**config.mk**
```make
export PLATFORM = sky130hd
export DESIGN_NAME = fir_coef_ctrl
export DESIGN_NICKNAME = d
export VERILOG_FILES = /design/src/rtl/fir_coef_ctrl.sv
export SDC_FILE = /design/constraint.sdc
export NUM_CORES = 1
export LEC_CHECK = 0
export ABC_AREA = 0
export CAP_MARGIN = 20
export CORE_UTILIZATION = 35
export DETAILED_ROUTE_END_ITERATION = 12
export DONT_BUFFER_PORTS = 1
export PLACE_DENSITY = 0.56
export SLEW_MARGIN = 10
export SYNTH_ARGS = -nofsm -noshare
export SYNTH_HDL_FRONTEND = slang
export SYNTH_SLANG_ARGS = --single-unit
export TNS_END_PERCENT = 1
```
**constraint.sdc**
```tcl
create_clock -name clk -period 3.1 [get_ports clk]
set_input_delay 0.465 -clock clk [delete_from_list [all_inputs] [get_ports clk]]
set_output_delay 0.465 -clock clk [all_outputs]
set_load 0.01 [all_outputs]
```
**src/rtl/fir_coef_ctrl.sv**
```systemverilog
// Coefficient-reload and stream-gating controller in front of the firmac FIR MAC.
// Streams samples, fills the shadow coefficient bank, then drains and swaps banks atomically.
module fir_coef_ctrl #(
    parameter int TAPS         = 128,
    parameter int BW           = 16,
    parameter int AW           = 7,
    parameter int INFLIGHT_MAX = 15,
    parameter int CW           = 4
) (
    input  logic          clk,
    input  logic          rst,
    input  logic          cfg_start,
    input  logic          cfg_abort,
    input  logic [BW-1:0] cfg_data,
    input  logic          cfg_vld,
    output logic          cfg_rdy,
    input  logic [BW-1:0] s_din,
    input  logic          s_vld,
    output logic          s_rdy,
    output logic [BW-1:0] din,
    output logic          din_vld,
    input  logic          dout_vld,
    output logic          coef_we,
    output logic          coef_wbank,
    output logic [AW-1:0] coef_addr,
    output logic [BW-1:0] coef_data,
    output logic          act_bank,
    output logic          busy,
    output logic          swap_done,
    output logic          err
);

    typedef enum logic [1:0] {IDLE, LOAD, DRAIN, SWAP} state_t;

    state_t        state;
    state_t        next_state;
    logic [CW-1:0] inflight;
    logic [AW-1:0] idx;
    logic          accept;
    logic          beat;
    logic          last_beat;

    // A coefficient beat is dropped when an abort arrives in the same cycle.
    assign accept     = s_vld & s_rdy;
    assign beat       = cfg_vld & cfg_rdy & ~cfg_abort;
    assign last_beat  = beat & (idx == AW'(TAPS - 1));
    assign coef_wbank = ~act_bank;

    always_ff @(posedge clk) begin
        if (rst) begin
            state <= IDLE;
        end else begin
            state <= next_state;
        end
    end

    always_comb begin
        next_state = state;
        case (state)
            IDLE:    if (cfg_start) next_state = LOAD;
            LOAD: begin
                if (cfg_abort) begin
                    next_state = IDLE;
                end else if (last_beat) begin
                    next_state = DRAIN;
                end
            end
            // The final coefficient write must land before the banks swap.
            DRAIN:   if ((inflight == '0) && !coef_we) next_state = SWAP;
            SWAP:    next_state = IDLE;
            default: next_state = IDLE;
        endcase
    end

    always_comb begin
        s_rdy   = 1'b0;
        cfg_rdy = 1'b0;
        busy    = 1'b0;
        if (!rst) begin
            s_rdy   = ((state == IDLE) || (state == LOAD)) &&
                      ((inflight < CW'(INFLIGHT_MAX)) || dout_vld);
            cfg_rdy = (state == LOAD);
            busy    = (state != IDLE);
        end
    end

    always_ff @(posedge clk) begin
        if (rst) begin
            din     <= '0;
            din_vld <= 1'b0;
        end else begin
            din_vld <= accept;
            if (accept) din <= s_din;
        end
    end

    // The count covers the sample sitting in the din register as well as those inside firmac.
    always_ff @(posedge clk) begin
        if (rst) begin
            inflight <= '0;
            err      <= 1'b0;
        end else if (accept && !dout_vld) begin
            inflight <= inflight + CW'(1);
        end else if (!accept && dout_vld) begin
            if (inflight == '0) begin
                err <= 1'b1;
            end else begin
                inflight <= inflight - CW'(1);
            end
        end
    end

    always_ff @(posedge clk) begin
        if (rst) begin
            idx       <= '0;
            coef_we   <= 1'b0;
            coef_addr <= '0;
            coef_data <= '0;
        end else begin
            coef_we <= beat;
            if ((state == IDLE) && cfg_start) begin
                idx <= '0;
            end else if (beat) begin
                idx       <= idx + AW'(1);
                coef_addr <= idx;
                coef_data <= cfg_data;
            end
        end
    end

    always_ff @(posedge clk) begin
        if (rst) begin
            act_bank  <= 1'b0;
            swap_done <= 1'b0;
        end else begin
            swap_done <= (state == SWAP);
            if (state == SWAP) act_bank <= ~act_bank;
        end
    end

endmodule
```
# Yosys cells after proc, flatten, opt, wreduce, memory -nomap -nowiden
# Index checks and enable logic that the tools add are counted.
# op_classes
n_addsub	3
n_lt_le_gt_ge	1
eq_ne	8
muxes	11
bitwise	8
n_reduce_logical	19
# ops
cell	n
two-way mux 4 bit	3
two-way mux 2 bit	4
case mux 2 bit (4 select lines)	1
adder 7 x 1 -> 7 bit (second input constant)	1
equality test 7 bit (second input constant)	1
AND reduction 3 bit	2
logical AND 1 bit	5
adder 4 x 1 -> 4 bit (second input constant)	1
AND 1 bit	4
equality test 2 bit (second input constant)	2
zero test 4 bit	1
less-than comparator 4 bit (second input constant)	1
inequality test 2 bit (second input constant)	2
inverter 1 bit	4
AND reduction 2 bit	2
nonzero test 2 bit	2
subtractor 4 x 1 -> 4 bit (second input constant)	1
zero test 1 bit	3
two-way mux 1 bit	3
inequality test 3 bit (second input constant)	1
equality test 2 x 1 -> 1 bit (second input constant)	1
zero test 2 bit	1
logical OR 1 bit	2
inequality test 2 x 1 -> 1 bit (second input constant)	1
OR reduction 2 bit	1
# word_totals
ff_bits	57
inputBits	39
output_inout_bits	48
word_cells	61

# Longest topological paths before layout
# Gate-level depths: netlist (run 1).
# depth
depth_word	9
depth_mapped	11

# Worst setup path before layout (run 1)
# No wires, ideal clock.
# synth_timing
path_kind	in2reg
start	input rst
end	register inflight[3]
setup_ns	0.121
arrival_ns	2.291
slack_ns	0.688
cell_stages	10
n_path_buf	1
cell_sequence	buf_6 nor2_1 and2_1 ha_1 inv_1 ha_1 a21oi_1 a211oi_1 a31oi_1 mux2_2
# synth_between
elab_chain_cells	6
elab_cells_between_ends	9
# synth_lines
item	line	text
start: declaration	11	input logic rst,
two-way mux 1 bit (*)	79	if (!rst) begin
named net s_rdy	19	output logic s_rdy,
AND 1 bit (*)	44	assign accept = s_vld & s_rdy;
named net accept	39	logic accept;
zero test 1 bit	104	end else if (!accept && dout_vld) begin
logical AND 1 bit	104	
nonzero test 2 bit (no source line)	-	
AND reduction 2 bit (no source line)	-	
end signal: assignment	103	inflight <= inflight + CW'(1);
end signal: assignment	108	inflight <= inflight - CW'(1);
end: declaration	37	logic [CW-1:0] inflight;
# The timed path passes the listed nets; every way through them passes the cells marked *.
# A chain may end at the register's enable or synchronous reset.

# Final worst setup path (run 1)
# layout_timing
start	register inflight[0]
end	register inflight[3]
# layout_between
elab_chain_cells	9
elab_cells_between_ends	17
# layout_lines
item	line	text
less-than comparator 4 bit (*)	81	((inflight < CW'(INFLIGHT_MAX)) || dout_vld);
logical OR 1 bit (*)	81	
logical AND 1 bit (*)	80	s_rdy = ((state == IDLE) || (state == LOAD)) &&
two-way mux 1 bit (*)	79	
named net s_rdy	19	
AND 1 bit (*)	44	
named net accept	39	
zero test 1 bit	104	
logical AND 1 bit	104	
nonzero test 2 bit (no source line)	-	
AND reduction 2 bit (no source line)	-	
# The timed path passes the listed nets; every way through them passes the cells marked *. The select of a mux whose other input is x is not followed.

==> results of run 1 <==
cells by family after synthesis:
family / Yosys count / share of synthesized area
multiplexers: 17 / 0.07641
AO/OA/AOI/OAI: 40 / 0.1043
buffers and inverters: 20 / 0.04629
adder cells (fa/ha/maj): 6 / 0.03681
AND/OR/NAND/NOR: 101 / 0.1963
flip-flops: 57 / 0.5086
XOR/XNOR: 8 / 0.03123
how the worst max path moves through the flow:
stage,start,to,slack (ns),cells after the start
2_1_floorplan,rst,inflight[3],0.69,10
3_3_place_gp,inflight[0],inflight[3],0.58,11
3_5_place_dp,inflight[0],inflight[3],0.52,11
4_1_cts,inflight[0],inflight[3],0.51,11
5_1_grt,inflight[0],inflight[3],0.33,11
6_report,inflight[0],inflight[3],0.48,11
stage by stage:
step	std cells	utilization	hold slack, ns	total power, W
3_3_place_gp	312	0.3741	0.4700	0.001036
4_1_cts	327	0.4038	0.1760	0.001679
5_1_grt	327	0.4038	0.1755	0.001739
2_1_floorplan	249	-	0.4523	0.001012
6_report	327	0.4038	0.2101	0.001644
3_5_place_dp	312	0.3741	0.4733	0.001042
worst max-delay path, stage by stage (launching register included):
cell                       delay [ns]
sky130_fd_sc_hd__dfxtp_1         0.43
sky130_fd_sc_hd__nand4_1         0.15
sky130_fd_sc_hd__o21ai_0         0.17
sky130_fd_sc_hd__nor2_1          0.12
sky130_fd_sc_hd__and2_1          0.17
sky130_fd_sc_hd__ha_1            0.19
sky130_fd_sc_hd__inv_1           0.17
sky130_fd_sc_hd__ha_1            0.30
sky130_fd_sc_hd__a21oi_1         0.20
sky130_fd_sc_hd__a211oi_1        0.10
sky130_fd_sc_hd__a31oi_1         0.16
sky130_fd_sc_hd__mux2_2          0.34
cell usage in the layout, fill, tap and decap left out, drive strengths merged, types with 2 or more instances in the layout:
master  netlist  routed
dfxtp        57      57
nand2        54      54
nor2         29      29
a21oi        28      28
mux2i        16      16
clkbuf        7      12
inv           7       7
ha            5       5
xnor2         4       4
nand3         4       4
a211oi        4       4
xor2          4       4
clkinv        0       3
nand4         2       2
and2          2       2
nor3          2       2
and3          2       2
a31oi         2       2
sequential cells by signal, indices dropped and copies added (netlist names), named ones only:
name	flops
swap_done	1
din_vld	1
inflight	4
din	16
coef_data	16
idx	7
state	1
act_bank	1
coef_we	1
err	1
coef_addr	7
cell usage after synthesis (2+ instances only):
cell	count	area share
sky130_fd_sc_hd__dfxtp_1	57	0.51
sky130_fd_sc_hd__nand2_1	53	0.089
sky130_fd_sc_hd__nor2_1	29	0.049
sky130_fd_sc_hd__a21oi_1	27	0.060
sky130_fd_sc_hd__mux2i_1	16	0.071
sky130_fd_sc_hd__clkbuf_1	7	0.012
sky130_fd_sc_hd__inv_1	6	0.010
sky130_fd_sc_hd__ha_1	5	0.028
sky130_fd_sc_hd__a211oi_1	4	0.013
sky130_fd_sc_hd__nand3_1	4	0.0089
sky130_fd_sc_hd__xnor2_1	4	0.016
sky130_fd_sc_hd__xor2_1	4	0.016
sky130_fd_sc_hd__buf_6	3	0.015
sky130_fd_sc_hd__a31oi_1	2	0.0056
sky130_fd_sc_hd__and2_1	2	0.0056
sky130_fd_sc_hd__and3_1	2	0.0056
sky130_fd_sc_hd__buf_2	2	0.0045
sky130_fd_sc_hd__nand4_1	2	0.0056
sky130_fd_sc_hd__nor3_1	2	0.0045
power by group:
part / switching (W) / internal (W)
Clock: 0.000269 / 0.000346
Combinational: 0.000104 / 0.0000917
Sequential: 0.0000547 / 0.000778
routing by layer:
metal	vias to the layer above	wire, um	GRT usage	share of wire
met5	-	0	0	0
met2	71	2011	0.2182	0.46
met1	717	1901	0.1496	0.43
met4	0	17	0.04386	0.0039
li1	825	-	-	-
met3	2	455	0.08111	0.10
final cells by class:
type | instances | share of cell area
clock inverter | 3 | 0.006135
inverter | 7 | 0.01074
sequential | 57 | 0.4663
timing repair buffer | 1 | 0.003067
clock buffer | 12 | 0.06748
multi-input combinational | 172 | 0.4080
tap | 75 | 0.03834
==> results.sh, run 1 <==
export IMPL_outcome="complete, no violations"
export IMPL_worst_setup_path_end_kind="flop"
export IMPL_overflow=0
export IMPL_setup_viol_count_final=0
export IMPL_final_min_clock_period_ns=2.616
export IMPL_critical_path_type="reg -> reg"
export IMPL_postLayoutSetupSlackWorst_ns=0.4837
export IMPL_post_route_period_util=0.8440
export IMPL_initialDrtViolationCount=36
export IMPL_worst_slew_pin_slew_ns=0.7952
export IMPL_synthesis_nets=294
export IMPL_tritoncts_num_sinks=57
export IMPL_nFillCells=608
export IMPL_clockBufferDepth=2
export IMPL_place_hpwl_um=2866
export IMPL_power_ir_vdd_worst_mv=0.3950
export IMPL_r2r_start="inflight[0]"
export IMPL_pin_count_of_the_biggest_net_entering_global_routing=55
export IMPL_cts_hold_repair_buffers=0
export IMPL_setup_tns_ns=0
export IMPL_ff_latch_area_sq_mm=0.001141
export IMPL_vias_in_the_first_global_route=1476
export IMPL_residual_drc_count=0
export IMPL_fin_area_sq_mm=0.002447
export IMPL_tritoncts="built"
export IMPL_nNetsFinal=293
export IMPL_drt_vias_per_instance=4.939
export IMPL_n_antenna_cell=0
export IMPL_timing_hold_worst_path_depth=1
export IMPL_detailed_place_area_sq_mm=0.002267
export IMPL_grt_first_pass_wirelength_um=6720
export IMPL_synth_area_per_cell_sq_um=9.010
export IMPL_vertical_die_dimension_um=82.06
export IMPL_horizontal_die_dimension_um=82.06
export IMPL_synth_flop_cell="sky130_fd_sc_hd__dfxtp_1"
export IMPL_synth_cell_area_sq_mm=0.002243
export IMPL_cts_buffers=9
export IMPL_cts_setup_buffers=0
export IMPL_io_pins=87
export IMPL_element_type_at_the_critical_path_start="flop"
export IMPL_fmax_mhz=382.2
export IMPL_min_to="coef_addr[4]"
export IMPL_worstPathArrival_ns=2.83
export IMPL_worst_skew_pair_late_latency_ns=0.32
export IMPL_cp_required_ns=3.31
export IMPL_dp_worst_setup_slack_ns=0.5192
export IMPL_clk_pin_slew_worst_paths_ns=0.06
export IMPL_timing_hold_violations_final=0
export IMPL_rrSetupSlack_ns=0.48
export IMPL_rsz0062_at_grt="no"
export IMPL_antenna_violation_net_count_after_detailed_routing=0
export IMPL_static_leakage_power_nw=0.9324
export IMPL_drt_total_wl_um=4385
export IMPL_routed_via_count=1615
export IMPL_area_delta_synth_final_pct=9.091
export IMPL_number_of_antenna_violations_at_the_first_check_in_global_routing=0
export IMPL_globalRouteTotalUtil=0.1363
export IMPL_io_buffer_count=0
export IMPL_dieArea_sq_mm=0.006734
export IMPL_clock_tree_htree_level_count=3
export IMPL_detail_route_first_pass_iterations=4
export IMPL_slew_limit_headroom=0.4699
export IMPL_ys_seq_elements=57
export IMPL_synth_enable_flop_cells=0
export IMPL_rr_endpoint="inflight[3]"
export IMPL_synth_warnings=0
export IMPL_crit_path_max_fanout=6
export IMPL_placeableCoreArea_sq_mm=0.006061
export IMPL_min_delay_start="rst"
export IMPL_power_density_mw_per_mm2=671.6
export IMPL_report_final_slew_viol_count=0
export IMPL_placementRows=28
export IMPL_max_cap_violations=0
export IMPL_async_s_r_ff_share_synth=0
export IMPL_r2r_worst_path_cells=11
export IMPL_routabilityCongestion=0.8397
export IMPL_avgRoutedWirePerCell_um=13.41
export IMPL_fin_skew_ns=0.003433
export IMPL_min_path_type="in -> reg"
export IMPL_cts_root_buffer_cell="sky130_fd_sc_hd__clkbuf_8"
export IMPL_syn_inst=249
export IMPL_multi_input_area_sq_um=998.5
export IMPL_post_route_cells_drive_above_1_share=0.08333
export IMPL_synth_yosys_seq_area_share=0.5086
export IMPL_initial_core_util=0.3701
export IMPL_ys_types=37
export IMPL_post_cts_resized_instances=0
(Power assumes the default switching activity.)
==> inputs of run 2 (changes only) <==
--- a/config.mk
+++ b/config.mk
@@ -10,7 +10,7 @@
 export CORE_UTILIZATION = 35
 export DETAILED_ROUTE_END_ITERATION = 12
 export DONT_BUFFER_PORTS = 1
-export PLACE_DENSITY = 0.56
+export PLACE_DENSITY = 0.58
 export SLEW_MARGIN = 10
 export SYNTH_ARGS = -nofsm -noshare
 export SYNTH_HDL_FRONTEND = slang
==> constraint.sdc (replaced) <==
create_clock -name clk -period 2.4 [get_ports clk]
set_input_delay 0.36 -clock clk [delete_from_list [all_inputs] [get_ports clk]]
set_output_delay 0.36 -clock clk [all_outputs]
set_load 0.01 [all_outputs]
==> run 2 against run 1 <==
Compared with the run above:
- core utilization up 1.4 points
- fmax grew 14%
- critical endpoint unchanged
- via count up 3.0%
- sequential share of layout area shrank 1.5 points
- combinational power increased by 68%
- critical path type unchanged
- largest power group unchanged
==> results.sh, run 2 (synthesis gave the netlist of run 1 again) <==
export IMPL_detail_route_first_pass_iterations=4
export IMPL_initial_core_util=0.3701
export IMPL_crit_path_max_incr_delay_ns=0.36
export IMPL_fin_hold_ws_ns=0.09371
export IMPL_post_route_cells_drive_above_1_share=0.1298
export IMPL_antenna_violation_net_count_after_detailed_routing=0
export IMPL_area_delta_synth_final_pct=12.94
export IMPL_worst_slew_pin_slew_ns=0.3892
export IMPL_clk_pin_slew_worst_paths_ns=0.06
export IMPL_horizontal_die_dimension_um=82.06
export IMPL_residual_drc_count=0
export IMPL_fin_skew_ns=0.004790
export IMPL_vias_in_the_first_global_route=1514
export IMPL_io_pins=87
export IMPL_power_density_mw_per_mm2=882.1
export IMPL_met3_capacity_usage_during_global_routing=0.06000
export IMPL_globalRouteTotalUtil=0.1369
export IMPL_final_min_clock_period_ns=2.285
export IMPL_clock_tree_htree_level_count=3
export IMPL_nNetsFinal=302
export IMPL_crit_path_max_fanout=5
export IMPL_critPathMostFrequentCell="sky130_fd_sc_hd__ha_1"
export IMPL_avgRoutedWirePerCell_um=13.16
export IMPL_final_common_cell="sky130_fd_sc_hd__dfxtp_1"
export IMPL_dieArea_sq_mm=0.006734
export IMPL_report_final_slew_viol_count=0
export IMPL_post_cts_resized_instances=0
export IMPL_clockBufferDepth=2
export IMPL_critical_path_type="reg -> reg"
export IMPL_dp_worst_setup_slack_ns=0.01993
export IMPL_postLayoutSetupSlackWorst_ns=0.1150
export IMPL_static_leakage_power_nw=0.9829
export IMPL_most_common_layout_cells="55 x sky130_fd_sc_hd__dfxtp_1, 53 x sky130_fd_sc_hd__nand2_1, 29 x sky130_fd_sc_hd__nor2_1"
export IMPL_drt_total_wl_um=4434
export IMPL_grt_first_pass_wirelength_um=6762
export IMPL_fmax_mhz=437.6
export IMPL_biggestRegsByFlops="coef_data: 16 flops, din: 16 flops"
export IMPL_drt_vias_per_instance=4.938
export IMPL_worst_skew_pair_late_latency_ns=0.33
export IMPL_critical_path_slowest_cell="sky130_fd_sc_hd__dfxtp_2"
export IMPL_cts_root_buffer_cell="sky130_fd_sc_hd__clkbuf_8"
export IMPL_overflow=0
export IMPL_timing_hold_violations_final=0
export IMPL_tritoncts_num_sinks=57
export IMPL_io_buffer_count=0
export IMPL_placementRows=28
export IMPL_cts_buffers=9
export IMPL_cts_setup_buffers=0
export IMPL_cts_hold_repair_buffers=0
export IMPL_min_path_type="in -> reg"
export IMPL_crit_path_buffers_inverters=1
export IMPL_setup_viol_count_final=0
export IMPL_tritoncts="built"
export IMPL_finalPower_w=0.002235
export IMPL_critPathTopFamily="compound AO/OA/AOI/OAI gates"
export IMPL_placeableCoreArea_sq_mm=0.006061
export IMPL_number_of_antenna_violations_at_the_first_check_in_global_routing=0
export IMPL_met2_usage=0.2058
export IMPL_nFillCells=629
export IMPL_grt_use_met1=0.1558
export IMPL_routed_via_count=1664
export IMPL_n_antenna_cell=0
export IMPL_critical_path_cell_chain="nand4_1, o21ai_0, nor2_1, and2_1, ha_1, inv_2, ha_1, a21oi_2, a211oi_1, a31oi_1, mux2_2"
export IMPL_worstPathArrival_ns=2.50
export IMPL_power_ir_vdd_worst_mv=0.3714
export IMPL_worst_setup_path_end_kind="flop"
export IMPL_initialDrtViolationCount=60
export IMPL_pin_count_of_the_biggest_net_entering_global_routing=55
export IMPL_cp_required_ns=2.61
export IMPL_vertical_die_dimension_um=82.06
export IMPL_gr_max_usage_layer="met2"
export IMPL_slew_limit_headroom=0.7394
export IMPL_place_hpwl_um=2984
export IMPL_post_route_period_util=0.9521
export IMPL_element_type_at_the_critical_path_start="flop"
export IMPL_outcome="complete, no violations"
export IMPL_routabilityCongestion=0.7982
export IMPL_max_cap_violations=0
## run 2: power by group
group	internal (W)	switching, W	total (W)
Combinational	0.000165	0.000163	0.000328
Sequential	0.00101	0.0000560	0.00106
Clock	0.000484	0.000358	0.000843
## run 2: path summary, 6_finish.rpt
kind	slack, ns	endpoint	cells after the start	from
worst max-delay path	0.11	inflight[3]	11	inflight[3]
worst min-delay path	0.09	inflight[2]	1	rst
worst min register to register	0.49	coef_addr[1]	2	idx[1]
worst max register to register	0.11	inflight[3]	11	inflight[3]
## run 2: cell type report
type / instances / area (sq um) / share of cell area
timing repair buffer: 10 / 75.07 / 0.02963
inverter: 7 / 26.28 / 0.01037
multi-input combinational: 172 / 1002 / 0.3956
clock buffer: 14 / 182.7 / 0.07210
sequential: 57 / 1144 / 0.4514
clock inverter: 2 / 10.01 / 0.003951
tap: 75 / 93.84 / 0.03704
## run 2: metrics by stage
| step | TNS (ns) | instances | util | instance area, sq um |
|---|---|---|---|---|
| 2_1_floorplan | 0 | 249 | - | 2243 |
| 3_3_place_gp | 0 | 321 | 0.3852 | 2335 |
| 3_5_place_dp | 0 | 321 | 0.3852 | 2335 |
| 4_1_cts | 0 | 337 | 0.4170 | 2527 |
| 5_1_grt | -0.005998 | 337 | 0.4180 | 2534 |
| 6_report | 0 | 337 | 0.4180 | 2534 |
## run 2: per-layer routing
| layer | up-vias | part of all wire |
|---|---|---|
| li1 | 847 | - |
| met1 | 740 | 0.45 |
| met2 | 67 | 0.44 |
| met3 | 10 | 0.088 |
| met4 | 0 | 0.022 |
| met5 | - | 0 |
==> inputs of run 3 (changes only) <==
--- a/config.mk
+++ b/config.mk
@@ -8,9 +8,11 @@
 export ABC_AREA = 0
 export CAP_MARGIN = 20
 export CORE_UTILIZATION = 35
+export CTS_CLUSTER_DIAMETER = 60
+export CTS_CLUSTER_SIZE = 28
 export DETAILED_ROUTE_END_ITERATION = 12
 export DONT_BUFFER_PORTS = 1
-export PLACE_DENSITY = 0.58
+export PLACE_DENSITY = 0.56
 export SLEW_MARGIN = 10
 export SYNTH_ARGS = -nofsm -noshare
 export SYNTH_HDL_FRONTEND = slang
==> constraint.sdc (replaced) <==
create_clock -name clk -period 2.74 [get_ports clk]
set_input_delay 0.411 -clock clk [delete_from_list [all_inputs] [get_ports clk]]
set_output_delay 0.411 -clock clk [all_outputs]
set_load 0.01 [all_outputs]
==> run 3 against run 2 <==
Compared with the run above:
- non-clock buffer count is 8 lower
- clock-buffer cell count is 3 lower
- total power is essentially flat
- cell area rose by 0.79%
- combinational power decreased by 33%
- register-to-register slack better by 0.05 ns
- clock power increased by 27%
- core utilization is 0.33 points higher
==> results.sh, run 3 (synthesis gave the netlist of run 1 again) <==
export IMPL_outcome="complete, no violations"
export IMPL_placementRows=28
export IMPL_n_antenna_cell=0
export IMPL_internal_power_w=0.001731
export IMPL_worst_setup_path_end_kind="flop"
export IMPL_worst_skew_pair_late_latency_ns=0.33
export IMPL_vertical_die_dimension_um=82.06
export IMPL_dieArea_sq_mm=0.006734
export IMPL_total_switching_power_w=0.0005038
export IMPL_io_pins=87
export IMPL_crit_path_buffers_inverters=1
export IMPL_worstPathArrival_ns=2.79
export IMPL_final_common_cell="sky130_fd_sc_hd__dfxtp_1"
export IMPL_max_cap_violations=0
export IMPL_nNetsFinal=294
export IMPL_drt_vias_per_instance=5.015
export IMPL_clock_tree_htree_level_count=3
export IMPL_routed_via_count=1650
export IMPL_avgRoutedWirePerCell_um=13.74
export IMPL_fin_skew_ns=0.008619
export IMPL_min_path_type="in -> reg"
export IMPL_biggestRegsByFlops="coef_data: 16 flops, din: 16 flops"
export IMPL_horizontal_die_dimension_um=82.06
export IMPL_clk_pin_slew_worst_paths_ns=0.07
export IMPL_globalRouteTotalUtil=0.1397
export IMPL_report_final_slew_viol_count=0
export IMPL_cts_root_buffer_cell="sky130_fd_sc_hd__clkbuf_8"
export IMPL_r2r_start="inflight[0]"
export IMPL_multi_input_area_sq_um=998.5
export IMPL_power_density_mw_per_mm2=875.2
export IMPL_timing_hold_worst_path_depth=1
export IMPL_power_frac_comb=0.098
export IMPL_io_buffer_count=0
export IMPL_initial_core_util=0.3701
export IMPL_vias_in_the_first_global_route=1502
export IMPL_fmax_mhz=388.8
export IMPL_crit_path_max_fanout=6
export IMPL_drt_total_wl_um=4520
export IMPL_crit_path_max_incr_delay_ns=0.38
export IMPL_element_type_at_the_critical_path_start="flop"
export IMPL_slew_limit_headroom=0.4915
export IMPL_cts_hold_repair_buffers=0
export IMPL_place_hpwl_um=2946
export IMPL_rr_endpoint="inflight[3]"
export IMPL_worst_slew_pin_slew_ns=0.7627
export IMPL_post_route_cells_drive_above_1_share=0.09843
export IMPL_routabilityCongestion=0.8478
export IMPL_post_route_period_util=0.9387
export IMPL_tritoncts="built"
export IMPL_power_frac_clock=0.480
export IMPL_area_delta_synth_final_pct=13.83
export IMPL_min_delay_start="rst"
export IMPL_setup_viol_count_final=0
export IMPL_most_common_layout_cells="55 x sky130_fd_sc_hd__dfxtp_1, 53 x sky130_fd_sc_hd__nand2_1, 29 x sky130_fd_sc_hd__nor2_1"
export IMPL_overflow=0
export IMPL_critical_path_cell_chain="nand4_1, o21ai_0, nor2_1, and2_1, ha_1, inv_1, ha_1, a21oi_1, a211oi_1, a31oi_1, mux2_2"
export IMPL_number_of_antenna_violations_at_the_first_check_in_global_routing=0
export IMPL_critPathTopFamily="compound AO/OA/AOI/OAI gates"
export IMPL_critical_path_type="reg -> reg"
export IMPL_tritoncts_num_sinks=57
export IMPL_min_to="coef_addr[4]"
export IMPL_rsz0062_at_grt="no"
export IMPL_finalPower_w=0.002235
export IMPL_static_leakage_power_nw=0.9801
export IMPL_seq_power_share=0.422
export IMPL_clockBufferDepth=2
export IMPL_final_min_clock_period_ns=2.572
export IMPL_detail_route_first_pass_iterations=4
export IMPL_worstSetupPathDepth=11
export IMPL_timing_hold_violations_final=0
export IMPL_initialDrtViolationCount=33
export IMPL_cts_buffers=9
export IMPL_cp_required_ns=2.95
export IMPL_critPathMostFrequentCell="sky130_fd_sc_hd__ha_1"
export IMPL_placeableCoreArea_sq_mm=0.006061
export IMPL_fin_hold_ws_ns=0.1465
export IMPL_pin_count_of_the_biggest_net_entering_global_routing=55
export IMPL_critical_path_slowest_cell="sky130_fd_sc_hd__dfxtp_2"
export IMPL_setup_tns_ns=0
export IMPL_r2r_worst_path_cells=11
export IMPL_rrSetupSlack_ns=0.17
export IMPL_ff_latch_area_sq_mm=0.001144
export IMPL_grt_first_pass_wirelength_um=6858
export IMPL_nFillCells=626
export IMPL_residual_drc_count=0
export IMPL_antenna_violation_net_count_after_detailed_routing=0
export IMPL_power_ir_vdd_worst_mv=0.5170
export IMPL_switching_share=0.2254
## run 3: per-layer routing
| layer | global-route usage | wire length, um | vias up |
|---|---|---|---|
| li1 | - | - | 832 |
| met1 | 0.1574 | 2008 | 745 |
| met2 | 0.2215 | 2075 | 66 |
| met3 | 0.06111 | 382 | 7 |
| met4 | 0.07368 | 54 | 0 |
| met5 | 0 | 0 | - |
## run 3: worst max path at each step
stage	to	from	slack, ns
floorplan	inflight[3]	inflight[0]	0.36
global placement	inflight[3]	inflight[0]	0.22
detailed placement	inflight[3]	inflight[0]	0.13
CTS	inflight[3]	inflight[0]	0.10
global route	inflight[3]	inflight[0]	0.02
finish	inflight[3]	inflight[0]	0.17
## run 3: power groups by stage
stage	registers, W	logic, W	clock network, W
after global routing	0.000949	0.000250	0.00114
after detailed placement	0.000958	0.000221	0
after CTS	0.000940	0.000221	0.00110
after floorplan	0.000947	0.000198	0
after global placement	0.000956	0.000214	0
final	0.000942	0.000220	0.00107
## run 3: stage by stage
stage	setup WS [ns]	util	cell area [sq um]	cells
2_1_floorplan	0.3571	-	2243	249
3_3_place_gp	0.2228	0.3753	2275	313
3_5_place_dp	0.1265	0.3753	2275	313
4_1_cts	0.1010	0.4209	2551	329
5_1_grt	0.01847	0.4213	2554	329
6_report	0.1680	0.4213	2554	329
## run 3: layout make-up
type,count,area share
timing repair buffer,2,0.005879
clock inverter,5,0.04900
sequential,57,0.4478
tap,75,0.03675
multi-input combinational,172,0.3910
clock buffer,11,0.05928
inverter,7,0.01029
## run 3: repair_timing
| action | 4_1_cts | 5_1_grt |
|---|---|---|
| endpoints found under the setup margin | 0 | 1 |
| gates resized for setup | 0 | 2 |
| endpoints found under the hold margin | 0 | 0 |
| buffers inserted | 0 | 0 |
